--- src/rtl/uart_axi_master.sv ---
//==============================================================================
// uart_axi_master : UART command frames -> single AXI-Lite reads/writes.
// Option macro: UART_AXI_MASTER_TIMEOUT_EN (inter-byte timeout). Rev 1.0
//==============================================================================
`default_nettype none

module uart_rx #(
  parameter int CLK_FREQ  = 50000000,
  parameter int BAUD_RATE = 115200
) (
  input  logic       clk,
  input  logic       rst,
  input  logic       rx,
  output logic [7:0] data,
  output logic       data_valid,
  input  logic       data_ready
);
  localparam int DIV = CLK_FREQ / BAUD_RATE;
  localparam int CW  = $clog2(DIV);

  logic [1:0]    sync;
  logic          busy;
  logic [CW-1:0] cnt;
  logic [3:0]    bitn;
  logic [7:0]    shreg;

  always_ff @(posedge clk) begin
    if (rst) begin
      sync       <= 2'b11;
      busy       <= 1'b0;
      cnt        <= '0;
      bitn       <= 4'd0;
      shreg      <= 8'h00;
      data       <= 8'h00;
      data_valid <= 1'b0;
    end else begin
      sync <= {sync[0], rx};
      if (data_valid && data_ready) data_valid <= 1'b0;
      if (!busy) begin
        if (!sync[1]) begin
          busy <= 1'b1;
          cnt  <= CW'(DIV / 2);
          bitn <= 4'd0;
        end
      end else if (cnt != '0) begin
        cnt <= cnt - CW'(1);
      end else begin
        cnt  <= CW'(DIV - 1);
        bitn <= bitn + 4'd1;
        // A new byte overwrites an unread one; overrun is not flagged.
        if (bitn == 4'd0 && sync[1]) begin
          busy <= 1'b0;
        end else if (bitn == 4'd9) begin
          busy       <= 1'b0;
          data       <= shreg;
          data_valid <= 1'b1;
        end else if (bitn != 4'd0) begin
          shreg <= {sync[1], shreg[7:1]};
        end
      end
    end
  end
endmodule

module uart_tx #(
  parameter int CLK_FREQ  = 50000000,
  parameter int BAUD_RATE = 115200
) (
  input  logic       clk,
  input  logic       rst,
  input  logic [7:0] data,
  input  logic       data_valid,
  output logic       data_ready,
  output logic       tx
);
  localparam int DIV = CLK_FREQ / BAUD_RATE;
  localparam int CW  = $clog2(DIV);

  logic [9:0]    shreg;
  logic [3:0]    left;
  logic [CW-1:0] cnt;

  assign data_ready = (left == 4'd0);

  always_ff @(posedge clk) begin
    if (rst) begin
      shreg <= '1;
      left  <= 4'd0;
      cnt   <= '0;
      tx    <= 1'b1;
    end else begin
      tx <= (left != 4'd0) ? shreg[0] : 1'b1;
      if (left == 4'd0) begin
        if (data_valid) begin
          shreg <= {1'b1, data, 1'b0};
          left  <= 4'd10;
          cnt   <= CW'(DIV - 1);
        end
      end else if (cnt != '0) begin
        cnt <= cnt - CW'(1);
      end else begin
        shreg <= {1'b1, shreg[9:1]};
        left  <= left - 4'd1;
        cnt   <= CW'(DIV - 1);
      end
    end
  end
endmodule

module uart_axi_master #(
  parameter int CLK_FREQ       = 50000000,
  parameter int BAUD_RATE      = 115200,
  parameter int ADDR_WIDTH     = 32,
  parameter int TIMEOUT_CYCLES = 5000000
) (
  input  logic                  clk,
  input  logic                  rst,
  output logic [ADDR_WIDTH-1:0] awaddr,
  output logic [2:0]            awprot,
  output logic                  awvalid,
  input  logic                  awready,
  output logic [31:0]           wdata,
  output logic [3:0]            wstrb,
  output logic                  wvalid,
  input  logic                  wready,
  input  logic [1:0]            bresp,
  input  logic                  bvalid,
  output logic                  bready,
  output logic [ADDR_WIDTH-1:0] araddr,
  output logic [2:0]            arprot,
  output logic                  arvalid,
  input  logic                  arready,
  input  logic [31:0]           rdata,
  input  logic [1:0]            rresp,
  input  logic                  rvalid,
  output logic                  rready,
  output logic                  tx,
  input  logic                  rx
);
  localparam int AB = ADDR_WIDTH / 8;
  localparam logic [7:0] OP_W = 8'h57, OP_R = 8'h52, ACK = 8'h06;
  localparam logic [7:0] NAK = 8'h15, BAD = 8'h3F, TMO = 8'h54;

  if (ADDR_WIDTH != 8 && ADDR_WIDTH != 16 && ADDR_WIDTH != 24 && ADDR_WIDTH != 32) begin : g_bad_addr_width
    $error("uart_axi_master: ADDR_WIDTH must be 8, 16, 24 or 32");
  end

  typedef enum logic [2:0] {
    S_IDLE, S_ADDR, S_DATA, S_WR_REQ, S_WR_RESP, S_RD_REQ, S_RD_RESP, S_REPLY
  } state_t;
  state_t state, state_n;

  logic [7:0]            rx_byte;
  logic                  rx_valid, rx_ready, tx_ready, tmo, is_wr;
  logic [2:0]            cnt, rlen;
  logic [ADDR_WIDTH-1:0] addr_q;
  logic [31:0]           wdata_q;
  logic [39:0]           rbuf;

  uart_rx #(.CLK_FREQ(CLK_FREQ), .BAUD_RATE(BAUD_RATE)) u_rx (
    .clk(clk), .rst(rst), .rx(rx), .data(rx_byte), .data_valid(rx_valid), .data_ready(rx_ready));
  uart_tx #(.CLK_FREQ(CLK_FREQ), .BAUD_RATE(BAUD_RATE)) u_tx (
    .clk(clk), .rst(rst), .data(rbuf[7:0]), .data_valid(state == S_REPLY), .data_ready(tx_ready), .tx(tx));

  assign awaddr = addr_q;
  assign araddr = addr_q;
  assign wdata  = wdata_q;
  assign awprot = 3'b000;
  assign arprot = 3'b000;

`ifdef UART_AXI_MASTER_TIMEOUT_EN
  localparam int TW = $clog2(TIMEOUT_CYCLES + 1);
  logic [TW-1:0] tcnt;
  always_ff @(posedge clk) begin
    if (rst || !(state == S_ADDR || state == S_DATA) || rx_valid) tcnt <= '0;
    else                                                          tcnt <= tcnt + TW'(1);
  end
  assign tmo = (state == S_ADDR || state == S_DATA) && !rx_valid && (tcnt == TW'(TIMEOUT_CYCLES - 1));
`else
  assign tmo = 1'b0;
`endif

  always_comb begin
    state_n  = state;
    rx_ready = 1'b0;
    case (state)
      S_IDLE: begin
        rx_ready = 1'b1;
        if (rx_valid) state_n = (rx_byte == OP_W || rx_byte == OP_R) ? S_ADDR : S_REPLY;
      end
      S_ADDR: begin
        rx_ready = 1'b1;
        if (rx_valid && cnt == 3'(AB - 1)) state_n = is_wr ? S_DATA : S_RD_REQ;
      end
      S_DATA: begin
        rx_ready = 1'b1;
        if (rx_valid && cnt == 3'd3) state_n = S_WR_REQ;
      end
      // Each channel is done once its valid has dropped or it handshakes now.
      S_WR_REQ:  if ((!awvalid || awready) && (!wvalid || wready)) state_n = S_WR_RESP;
      S_WR_RESP: if (bvalid) state_n = S_REPLY;
      S_RD_REQ:  if (arready) state_n = S_RD_RESP;
      S_RD_RESP: if (rvalid) state_n = S_REPLY;
      S_REPLY:   if (tx_ready && rlen == 3'd1) state_n = S_IDLE;
      default:   state_n = S_IDLE;
    endcase
    if (tmo) state_n = S_REPLY;
  end

  always_ff @(posedge clk) begin
    if (rst) begin
      state   <= S_IDLE;
      cnt     <= 3'd0;
      is_wr   <= 1'b0;
      addr_q  <= '0;
      wdata_q <= 32'h0;
      wstrb   <= 4'h0;
      rbuf    <= 40'h0;
      rlen    <= 3'd0;
      awvalid <= 1'b0;
      wvalid  <= 1'b0;
      bready  <= 1'b0;
      arvalid <= 1'b0;
      rready  <= 1'b0;
    end else begin
      state <= state_n;
      cnt   <= (state_n != state) ? 3'd0 : cnt + {2'b00, rx_valid & rx_ready};
      case (state)
        S_IDLE: if (rx_valid) begin
          is_wr <= (rx_byte == OP_W);
          rbuf  <= {32'h0, BAD};
          rlen  <= 3'd1;
        end
        S_ADDR: if (rx_valid) begin
          addr_q <= ADDR_WIDTH'({rx_byte, addr_q} >> 8);
          if (state_n == S_RD_REQ) arvalid <= 1'b1;
        end
        S_DATA: if (rx_valid) begin
          wdata_q <= {rx_byte, wdata_q[31:8]};
          if (state_n == S_WR_REQ) begin
            awvalid <= 1'b1;
            wvalid  <= 1'b1;
            wstrb   <= 4'hF;
          end
        end
        S_WR_REQ: begin
          if (awready) awvalid <= 1'b0;
          if (wready) begin
            wvalid <= 1'b0;
            wstrb  <= 4'h0;
          end
          if (state_n == S_WR_RESP) bready <= 1'b1;
        end
        S_WR_RESP: if (bvalid) begin
          bready <= 1'b0;
          rbuf   <= {32'h0, (bresp == 2'b00) ? ACK : NAK};
          rlen   <= 3'd1;
        end
        S_RD_REQ: if (arready) begin
          arvalid <= 1'b0;
          rready  <= 1'b1;
        end
        S_RD_RESP: if (rvalid) begin
          rready <= 1'b0;
          rbuf   <= {(rresp == 2'b00) ? ACK : NAK, rdata};
          rlen   <= 3'd5;
        end
        S_REPLY: if (tx_ready) begin
          rbuf <= rbuf >> 8;
          rlen <= rlen - 3'd1;
        end
        default: ;
      endcase
      if (tmo) begin
        rbuf <= {32'h0, TMO};
        rlen <= 3'd1;
      end
    end
  end
endmodule

`default_nettype wire

--- config.mk ---
export PLATFORM = sky130hd
export DESIGN_NAME = uart_axi_master
export DESIGN_NICKNAME = d
export VERILOG_FILES = /design/src/rtl/uart_axi_master.sv
export SDC_FILE = /design/constraint.sdc
export NUM_CORES = 1
export LEC_CHECK = 0
export ABC_AREA = 1
export BUFFER_PORTS_ARGS = -buffer_cell sky130_fd_sc_hd__buf_4
export CAP_MARGIN = 30
export CELL_PAD_IN_SITES_DETAIL_PLACEMENT = 1
export CELL_PAD_IN_SITES_GLOBAL_PLACEMENT = 1
export CORE_MARGIN = 5
export CORE_UTILIZATION = 24
export CTS_CLUSTER_SIZE = 8
export DETAILED_ROUTE_END_ITERATION = 6
export PLACE_DENSITY = 0.55
export SLEW_MARGIN = 20
export SYNTH_ARGS = -nofsm -noshare
export SYNTH_HDL_FRONTEND = slang
export SYNTH_SLANG_ARGS = --single-unit
--- constraint.sdc ---
create_clock -name clk -period 3.2 [get_ports clk]
set_input_delay 0.32 -clock clk [delete_from_list [all_inputs] [get_ports clk]]
set_output_delay 0.32 -clock clk [all_outputs]
set_load 0.02 [all_outputs]
==> results of run 1 <==
## kinds of logic (layout without fill, tap and decap cells)
family	after synthesis	after routing	synth area share [%]
other cells	1	6	0.05060
compound gates	242	242	19.67
simple gates	357	357	19.64
flops	170	170	45.92
buf+inv	187	289	12.32
fa+ha+maj	10	10	1.688
xor+xnor	6	6	0.7091
## synthesized netlist by cell type, drive strengths merged, types with 3 or more instances
library cell	number
o211ai	3
a21oi	67
ha	10
o22ai	3
clkbuf	34
a211oi	23
or2	6
a31oi	6
o311ai	7
a22oi	18
inv	97
nor2	184
xor2	5
nand3	23
o21ai	108
nand4	6
buf	56
dfxtp	170
a221oi	4
nor3	11
nand2	124
## layer usage
metal	vias up	track usage (%)	share of wire [%]	wire (um)
met5	-	0	0	0
met1	3084	16.05	48	10040
met4	0	2.536	0.67	140
met3	11	2.990	6.0	1257
li1	3332	-	-	-
met2	139	19.61	45	9396
## flip-flops by register name (all words and copies together), names as in the netlist
signal           flops
awvalid              1
u_tx.cnt             9
u_rx.data            8
araddr              32
bready               1
rready               1
u_rx.cnt             9
u_rx.data_valid      1
u_rx.shreg           8
u_rx.bitn            4
state                3
rbuf                35
cnt                  3
rlen                 3
arvalid              1
wstrb                1
is_wr                1
wdata               32
u_rx.sync            2
u_tx.left            4
u_tx.tx              1
u_tx.shreg           9
u_rx.busy            1
## metrics by stage
stage	setup slack, ps	std cells	hold WS, ps	area [sq um]
2_1_floorplan	1431	978	389.5	7430
3_3_place_gp	857.0	1444	395.8	8597
3_5_place_dp	807.7	1444	401.7	8597
4_1_cts	777.3	1476	46.04	9254
5_1_grt	475.9	1476	54.18	9254
6_report	850.6	1476	71.12	9254
## worst max-delay path, stage by stage (launching register included)
cell and delay, ps:
dfxtp_1 320, inv_1 90, ha_1 220, nand2_1 300, inv_2 270, nand2_2 160, nand2_1 460, inv_2 160
and3_1 180, nor3_1 120
## cell type report
| type | count | area [sq um] |
|---|---|---|
| Fill cell | 3670 | 21260 |
| Sequential cell | 170 | 3403 |
| Multi-Input combinational cell | 621 | 3118 |
| Timing Repair Buffer | 160 | 1214 |
| Tap cell | 396 | 495.5 |
| Clock buffer | 17 | 425.4 |
| Inverter | 97 | 366.6 |
| Clock inverter | 15 | 231.5 |
## placed cells by master, fill, tap and decap left out, drive strengths merged, types with 2 or more instances in the layout
cell / synthesis / layout
o311ai: 7 / 7
xor2: 5 / 5
o211ai: 3 / 3
ha: 10 / 10
a21oi: 67 / 67
buf: 56 / 160
nor3: 11 / 11
nand4: 6 / 6
a22oi: 18 / 18
dfxtp: 170 / 170
a221oi: 4 / 4
clkbuf: 34 / 17
bufinv: 0 / 2
inv: 97 / 103
nand2: 124 / 124
conb: 1 / 6
nand3: 23 / 23
nor2: 184 / 184
a211oi: 23 / 23
clkinv: 0 / 7
or2: 6 / 6
a31oi: 6 / 6
o22ai: 3 / 3
o21ai: 108 / 108
## worst paths after layout
path                      from      endpoint  slack, ps  depth (start not counted)
setup reg to reg  u_tx.left[0]  u_tx.left[2]        850                          9
hold reg to reg   u_rx.sync[0]  u_rx.sync[1]        420                          1
hold / removal              rx  u_rx.sync[0]         70                          2
setup / recovery  u_tx.left[0]  u_tx.left[2]        850                          9
## power groups by stage
| stage | logic (mW) | registers [mW] | clock network, mW |
|---|---|---|---|
| 2_1_floorplan | 0.667 | 2.32 | 0 |
| 3_3_place_gp | 0.880 | 2.34 | 0 |
| 3_5_place_dp | 0.900 | 2.34 | 0 |
| 4_1_cts | 0.904 | 2.29 | 2.35 |
| 5_1_grt | 1.03 | 2.30 | 2.44 |
| 6_report | 0.876 | 2.29 | 2.26 |
==> flow_summary.ini, run 1 <==
[clock_tree]
clockBufferDepth = 2
htree_levels = 4
path_clk_slew_ps = 70
cts.sinks = 170
cts_tree = done
cts_buffers = 17
cts-root-buf = clkbuf_16
post_cts.repair.setup_buffers = 0
cts_resized = 0
ctsHoldBuffers = 0
insertion_delay_ps = 430

[global_routing]
grt_first_pass_wirelength_um = 33690
grt_overflow = 0
antenna_found_initial = 0
grt_pass1_vias = 6559
grt_max_degree = 93
gr-usage-all-layers_pct = 11.97

[cells_and_area]
final_util_pct = 30.33
nets = 1121
antenna_cells = 0
drive_above_1_share_pct = 21.67
syn_to_final_growth_pct = 24.87

[route]
ant_nets = 0
vias_per_cell = 4.449
wl_per_cell_um = 14.11
firstDrtPassIters = 4
drtIter0Drc = 279
routed_wl_um = 20830
drcViolationCount = 0
num_vias = 6566

[logic_synthesis]
ys_seq_area_share_pct = 45.92
netlist_instances = 973
synthArstFlopShare_pct = 0
avgSynthCellArea_sq_um = 7.617
yosysTopAreaCell = dfxtp_1
synth-seq-cells = 170
synth_ff_type = dfxtp_1
ys_types = 41
ys_warn_count = 0
syn_area_sq_mm = 0.007411
synth_top_cell_area_share_pct = 45.92
synth-edff-count = 0
synth_area_leaders = dfxtp_1 (46%), nor2_1 (9.2%), o21ai_0 (7.2%)

[timing]
rsz0062_at_grt = no
period_minus_slack_ps = 2349
slew_violations = 0
setup_viol = 0
fin_tns_setup_ps = 0
tightest_slew_ps = 764.9
hold_viol = 0
period_share_pct = 73.42
finClkSkew_ps = 14.45
timing.fmax_mhz = 425.6
max_slew_margin_pct = 48.95

[die]
die_h_um = 185.7
initial_utilization_pct = 24.29
die_w_um = 185.7
rows = 64
io-pin-count = 156
dieArea_sq_mm = 0.03449
core-area_sq_mm = 0.03051

[pwr]
power.share.clock_pct = 41.6
vdd_drop_max_mv = 0.3432
seqPwrFrac_pct = 42.2
p_sw_mw = 1.691
swShare_pct = 31.20
power_density_mw_per_mm2 = 585.6
power_mw = 5.419
pwr-share-comb_pct = 16.2
leakage_nw = 4.106
internal_power_mw = 3.728

[run]
cap_violations = 0

[critical_path]
worstSetupStartpointType = flop
crit_type = reg2reg
worstPathMaxFanout = 18
endpoint_kind = flop
required_ps = 3550
worstPathArrival_ps = 2700

[hold_path]
hold_class = in2reg

[place]
routabilityCongestion = 0.7281
port_buffers = 149
hpwl_um = 14570

[outcome]
run_status = completed
No activity file was read; power rests on OpenSTA's default activity.
==> run 2: changes to the inputs <==
- clock period: 3.2 -> 2.28 ns (I/O delays scaled with it)
==> flow_summary.ini, run 2 (synthesized netlist as in run 1, its figures left out) <==
[outcome]
run_status = completed

[cells_and_area]
nFillCells = 3690
layout_commonest_cell = nor2_1
ff_latch_area_sq_mm = 0.003403
top_register = rbuf
multi_input_area_sq_mm = 0.003128
syn_to_final_growth_pct = 25.95
antenna_cells = 0
largest_reg_flops = 35
layout_common_cells = nor2_1 (180), dfxtp_1 (170), buf_4 (164)
nets = 1129
fin_area_sq_mm = 0.009334
fin_cells = 1484
drive_above_1_share_pct = 22.24

[global_routing]
antenna_found_initial = 0
grt_max_degree = 79
met2_usage_pct = 19.39
grt.met1_usage_pct = 15.83
busiest_layer = met2
use_met3_pct = 2.775
grt_first_pass_wirelength_um = 33490
grt_pass1_vias = 6537
gr-usage-all-layers_pct = 11.82
grt_overflow = 0

[clock_tree]
cts_tree = done
post_cts.repair.setup_buffers = 0
htree_levels = 4
clockBufferDepth = 2
cts.sinks = 170
insertion_delay_ps = 440
cts-root-buf = clkbuf_16
path_clk_slew_ps = 80
cts_buffers = 17

[timing]
finClkSkew_ps = 18.91
setup_slack_ps = 247.5
tightest_slew_ps = 693.2
timing.fmax_mhz = 492.0
fin_tns_setup_ps = 0
period_share_pct = 89.14
hold_viol = 0
setup_viol = 0
slew_violations = 0
rsz0062_at_grt = no
period_minus_slack_ps = 2032
max_slew_margin_pct = 53.79

[place]
dpl_cell_area_sq_mm = 0.008655
port_buffers = 149
place_ws_ps = 147.0
hpwl_um = 14700
dpl.cell_count = 1450
routabilityCongestion = 0.7674

[critical_path]
worstPathMaxFanout = 24
worstPathArrival_ps = 2400
reg2reg_to = cnt[2]
worstSetupStartpointType = flop
endpoint_kind = flop
required_ps = 2650
crit_type = reg2reg
ff2ff_path_depth = 11
r2r_start = state[2]
r2r_setup_slack_ps = 250

[route]
routed_wl_um = 20760
ant_nets = 0
wl_per_cell_um = 13.99
vias_per_cell = 4.437
firstDrtPassIters = 4
drcViolationCount = 0
drtIter0Drc = 321
num_vias = 6584

[hold_path]
min_delay_path_depth = 3
min_from = rdata[29]
hold_class = in2reg
worstHoldEndpoint = rbuf[29]

[die]
rows = 64
die_h_um = 185.7
core-area_sq_mm = 0.03051
dieArea_sq_mm = 0.03449
io-pin-count = 156
die_w_um = 185.7
initial_utilization_pct = 24.29

[run]
cap_violations = 0

[pwr]
vdd_drop_max_mv = 0.5074
leakage_nw = 4.141
power_density_mw_per_mm2 = 826.6
power_mw = 7.715
## run 2: metal layers
metal  part of all wire, %  routed length [um]  vias to the layer above
met2                    44                9229                      144
met4                  0.83                 173                        0
met1                    48               10030                     3072
li1                      -                   -                     3354
met5                     0                   0                        -
met3                   6.4                1330                       14
## run 2: how the worst max path moves through the flow
stage | start | endpoint | slack (ps) | cells past startpoint
floorplan | u_rx.cnt[0] | u_rx.data[7] | 510 | 12
global placement | u_tx.left[0] | rlen[2] | 230 | 10
detailed placement | u_tx.left[0] | rlen[2] | 150 | 10
CTS | u_tx.left[0] | rlen[2] | 120 | 10
global route | state[2] | cnt[2] | 50 | 11
finish | state[2] | cnt[2] | 250 | 11
## run 2: timing repair
item,in CTS,in global routing
hold endpoints to repair,2,0
hold buffers,2,0
endpoints found under the setup margin,0,21
gates resized for setup,0,6
## run 2: area by class of cell
class                   count  share of cell area (%)
repair buffers            168                   13.83
flip-flops and latches    170                   36.46
multi-input cells         621                   33.51
clock inverters            15                   2.346
inverters                  97                   3.981
well taps                 396                   5.308
clock buffers              17                   4.558
## run 2: report_power, final
group / switching, mW / leakage, nW / internal, mW
clock network: 1.45 / 0.315 / 1.71
logic: 0.865 / 2.45 / 0.483
registers: 0.0891 / 1.38 / 3.12
total: 2.40 / 4.14 / 5.31
## run 2: critical path: stages, from the launching register on
cell,delay (ps)
dfxtp_1,560
inv_2,170
nor2_8,150
buf_4,300
nand2_1,180
nand2_1,90
nor2_1,40
nand3_1,90
nand2_1,60
nand2_1,80
nand3_1,120
nor2_1,120
## run 2: stage by stage
stage | hold slack (ps) | utilization [%]
global placement | 400.7 | 28.37
floorplan | 331.8 | -
detailed placement | 400.6 | 28.37
finish | 57.63 | 30.59
CTS | 25.17 | 30.54
global route | 38.98 | 30.59
==> run 3: changes to the inputs <==
- SYNTH_HIERARCHICAL: unset -> 1
==> flow_summary.ini, run 3 <==
[die]
core-area_sq_mm = 0.03262
initial_utilization_pct = 24.36
rows = 66
die_h_um = 191.9
io-pin-count = 156
dieArea_sq_mm = 0.03684
die_w_um = 191.9

[outcome]
run_status = completed

[hold_path]
min_from = rdata[29]
min_delay_path_depth = 3
hold_class = in2reg

[logic_synthesis]
yosysTopAreaCell = dfxtp_1
ys_warn_count = 6
ys_seq_area_share_pct = 42.83
yosys-top-cells-count = nor2_1 (213), dfxtp_1 (170), nand2_1 (166), o21ai_0 (88), inv_1 (79)
avgSynthCellArea_sq_um = 7.488
netlist_instances = 1061
synth-edff-count = 0
yosysMostFrequentCell = nor2_1
synth_top_cell_area_share_pct = 42.83
synth_ff_type = dfxtp_1
syn_area_sq_mm = 0.007945
synth-seq-cells = 170
ys_types = 47
synth_area_leaders = dfxtp_1 (43%), nor2_1 (10%), nand2_1 (7.8%)
synthArstFlopShare_pct = 0

[critical_path]
worstSetupStartpointType = flop
ff2ff_path_depth = 8
worstPathArrival_ps = 2330
crit_type = reg2reg
required_ps = 2580
worstPathMaxFanout = 11
endpoint_kind = flop
crit_path_start = state[2]
r2r_start = state[2]

[route]
firstDrtPassIters = 4
drtIter0Drc = 328
drcViolationCount = 0
vias_per_cell = 4.341
num_vias = 7010
ant_nets = 0
wl_per_cell_um = 14.63
routed_wl_um = 23630

[cells_and_area]
syn_to_final_growth_pct = 22.79
layout_common_cells = nor2_1 (212), dfxtp_1 (170), nand2_1 (166)
fin_area_sq_mm = 0.009756
ff_latch_area_sq_mm = 0.003403
layout_commonest_cell = nor2_1
antenna_cells = 0
drive_above_1_share_pct = 22.68
multi_input_area_sq_mm = 0.003595
nFillCells = 3955
top_register = rbuf
nets = 1214
largest_reg_flops = 35

[timing]
finClkSkew_ps = 11.55
period_minus_slack_ps = 2025
setup_slack_ps = 255.1
hold_viol = 0
max_slew_margin_pct = 49.28
period_share_pct = 88.81
rsz0062_at_grt = no
fin_tns_setup_ps = 0
slew_violations = 0
timing.fmax_mhz = 493.8
setup_viol = 0
tightest_slew_ps = 759.9

[clock_tree]
insertion_delay_ps = 440
post_cts.repair.setup_buffers = 0
cts_buffers = 17
path_clk_slew_ps = 70
cts-root-buf = clkbuf_16
clockBufferDepth = 2
cts_tree = done
htree_levels = 4
cts.sinks = 170

[place]
place_ws_ps = 235.5
routabilityCongestion = 0.7580
dpl_cell_area_sq_mm = 0.009154
port_buffers = 149
hpwl_um = 16580

[global_routing]
grt.met1_usage_pct = 16.06
grt_pass1_vias = 7380
busiest_layer = met2
grt_first_pass_wirelength_um = 38340
use_met3_pct = 3.435
gr-usage-all-layers_pct = 12.79
met2_usage_pct = 21.68
antenna_found_initial = 0
grt_overflow = 0
grt_max_degree = 64

[pwr]
power_density_mw_per_mm2 = 810.2
vdd_drop_max_mv = 0.5556
leakage_nw = 4.422
power_mw = 7.904

[run]
cap_violations = 0
[run 3: cell type report]
type	count	area share [%]
multi-input combinational	711	36.85
timing repair buffer	165	13.03
tap	442	5.669
clock inverter	12	1.077
inverter	95	3.707
sequential	170	34.89
clock buffer	20	4.784
[run 3: power by group]
group	leakage [nW]	total, mW	internal, mW	switching [mW]
Clock	0.275	2.90	1.52	1.38
Combinational	2.77	1.77	0.596	1.17
Sequential	1.38	3.24	3.13	0.112
[run 3: stage by stage]
stage / hold slack [ps] / utilization [%] / cells
2_1_floorplan: 321.9 / - / 1066
3_3_place_gp: 403.0 / 28.06 / 1580
3_5_place_dp: 405.4 / 28.06 / 1580
4_1_cts: 30.42 / 29.91 / 1615
5_1_grt: 47.14 / 29.91 / 1615
6_report: 52.38 / 29.91 / 1615
[run 3: what timing repair did]
item / CTS / global route
hold buffers: 3 / 0
hold endpoints to repair: 3 / 0
gates resized for setup: 0 / 0
setup endpoints to repair: 0 / 0
[run 3: kinds of logic after synthesis]
| logic type | Yosys count | synth area share (%) |
|---|---|---|
| adder cells (fa/ha/maj) | 10 | 1.575 |
| multiplexers | 1 | 0.1417 |
| flip-flops | 170 | 42.83 |
| AO/OA/AOI/OAI | 197 | 15.21 |
| AND/OR/NAND/NOR | 489 | 27.12 |
| buffers and inverters | 185 | 12.19 |
| other | 1 | 0.04720 |
| XOR/XNOR | 8 | 0.8819 |
[run 3: worst paths after layout]
path | end | slack (ps)
worst max-delay path | u_tx/cnt[5] | 260
worst min-delay path | rbuf[29] | 50
worst max register to register | u_tx/cnt[5] | 260
worst min register to register | u_rx/sync[1] | 420
[run 3: layer usage]
metal | routed length, um | share of wire (%) | up-vias
met2 | 11510 | 49 | 81
li1 | - | - | 3568
met4 | 234 | 0.99 | 0
met1 | 10900 | 46 | 3346
met3 | 984 | 4.2 | 15
met5 | 0 | 0 | -
[run 3: critical path, stage by stage, from the launching register on]
cell and delay, ps:
dfxtp_1 570, inv_2 190, nor2_1 340, nand3b_2 340
inv_2 100, o21ai_0 150, nand2_1 60, nor2_1 90
nor2_1 40
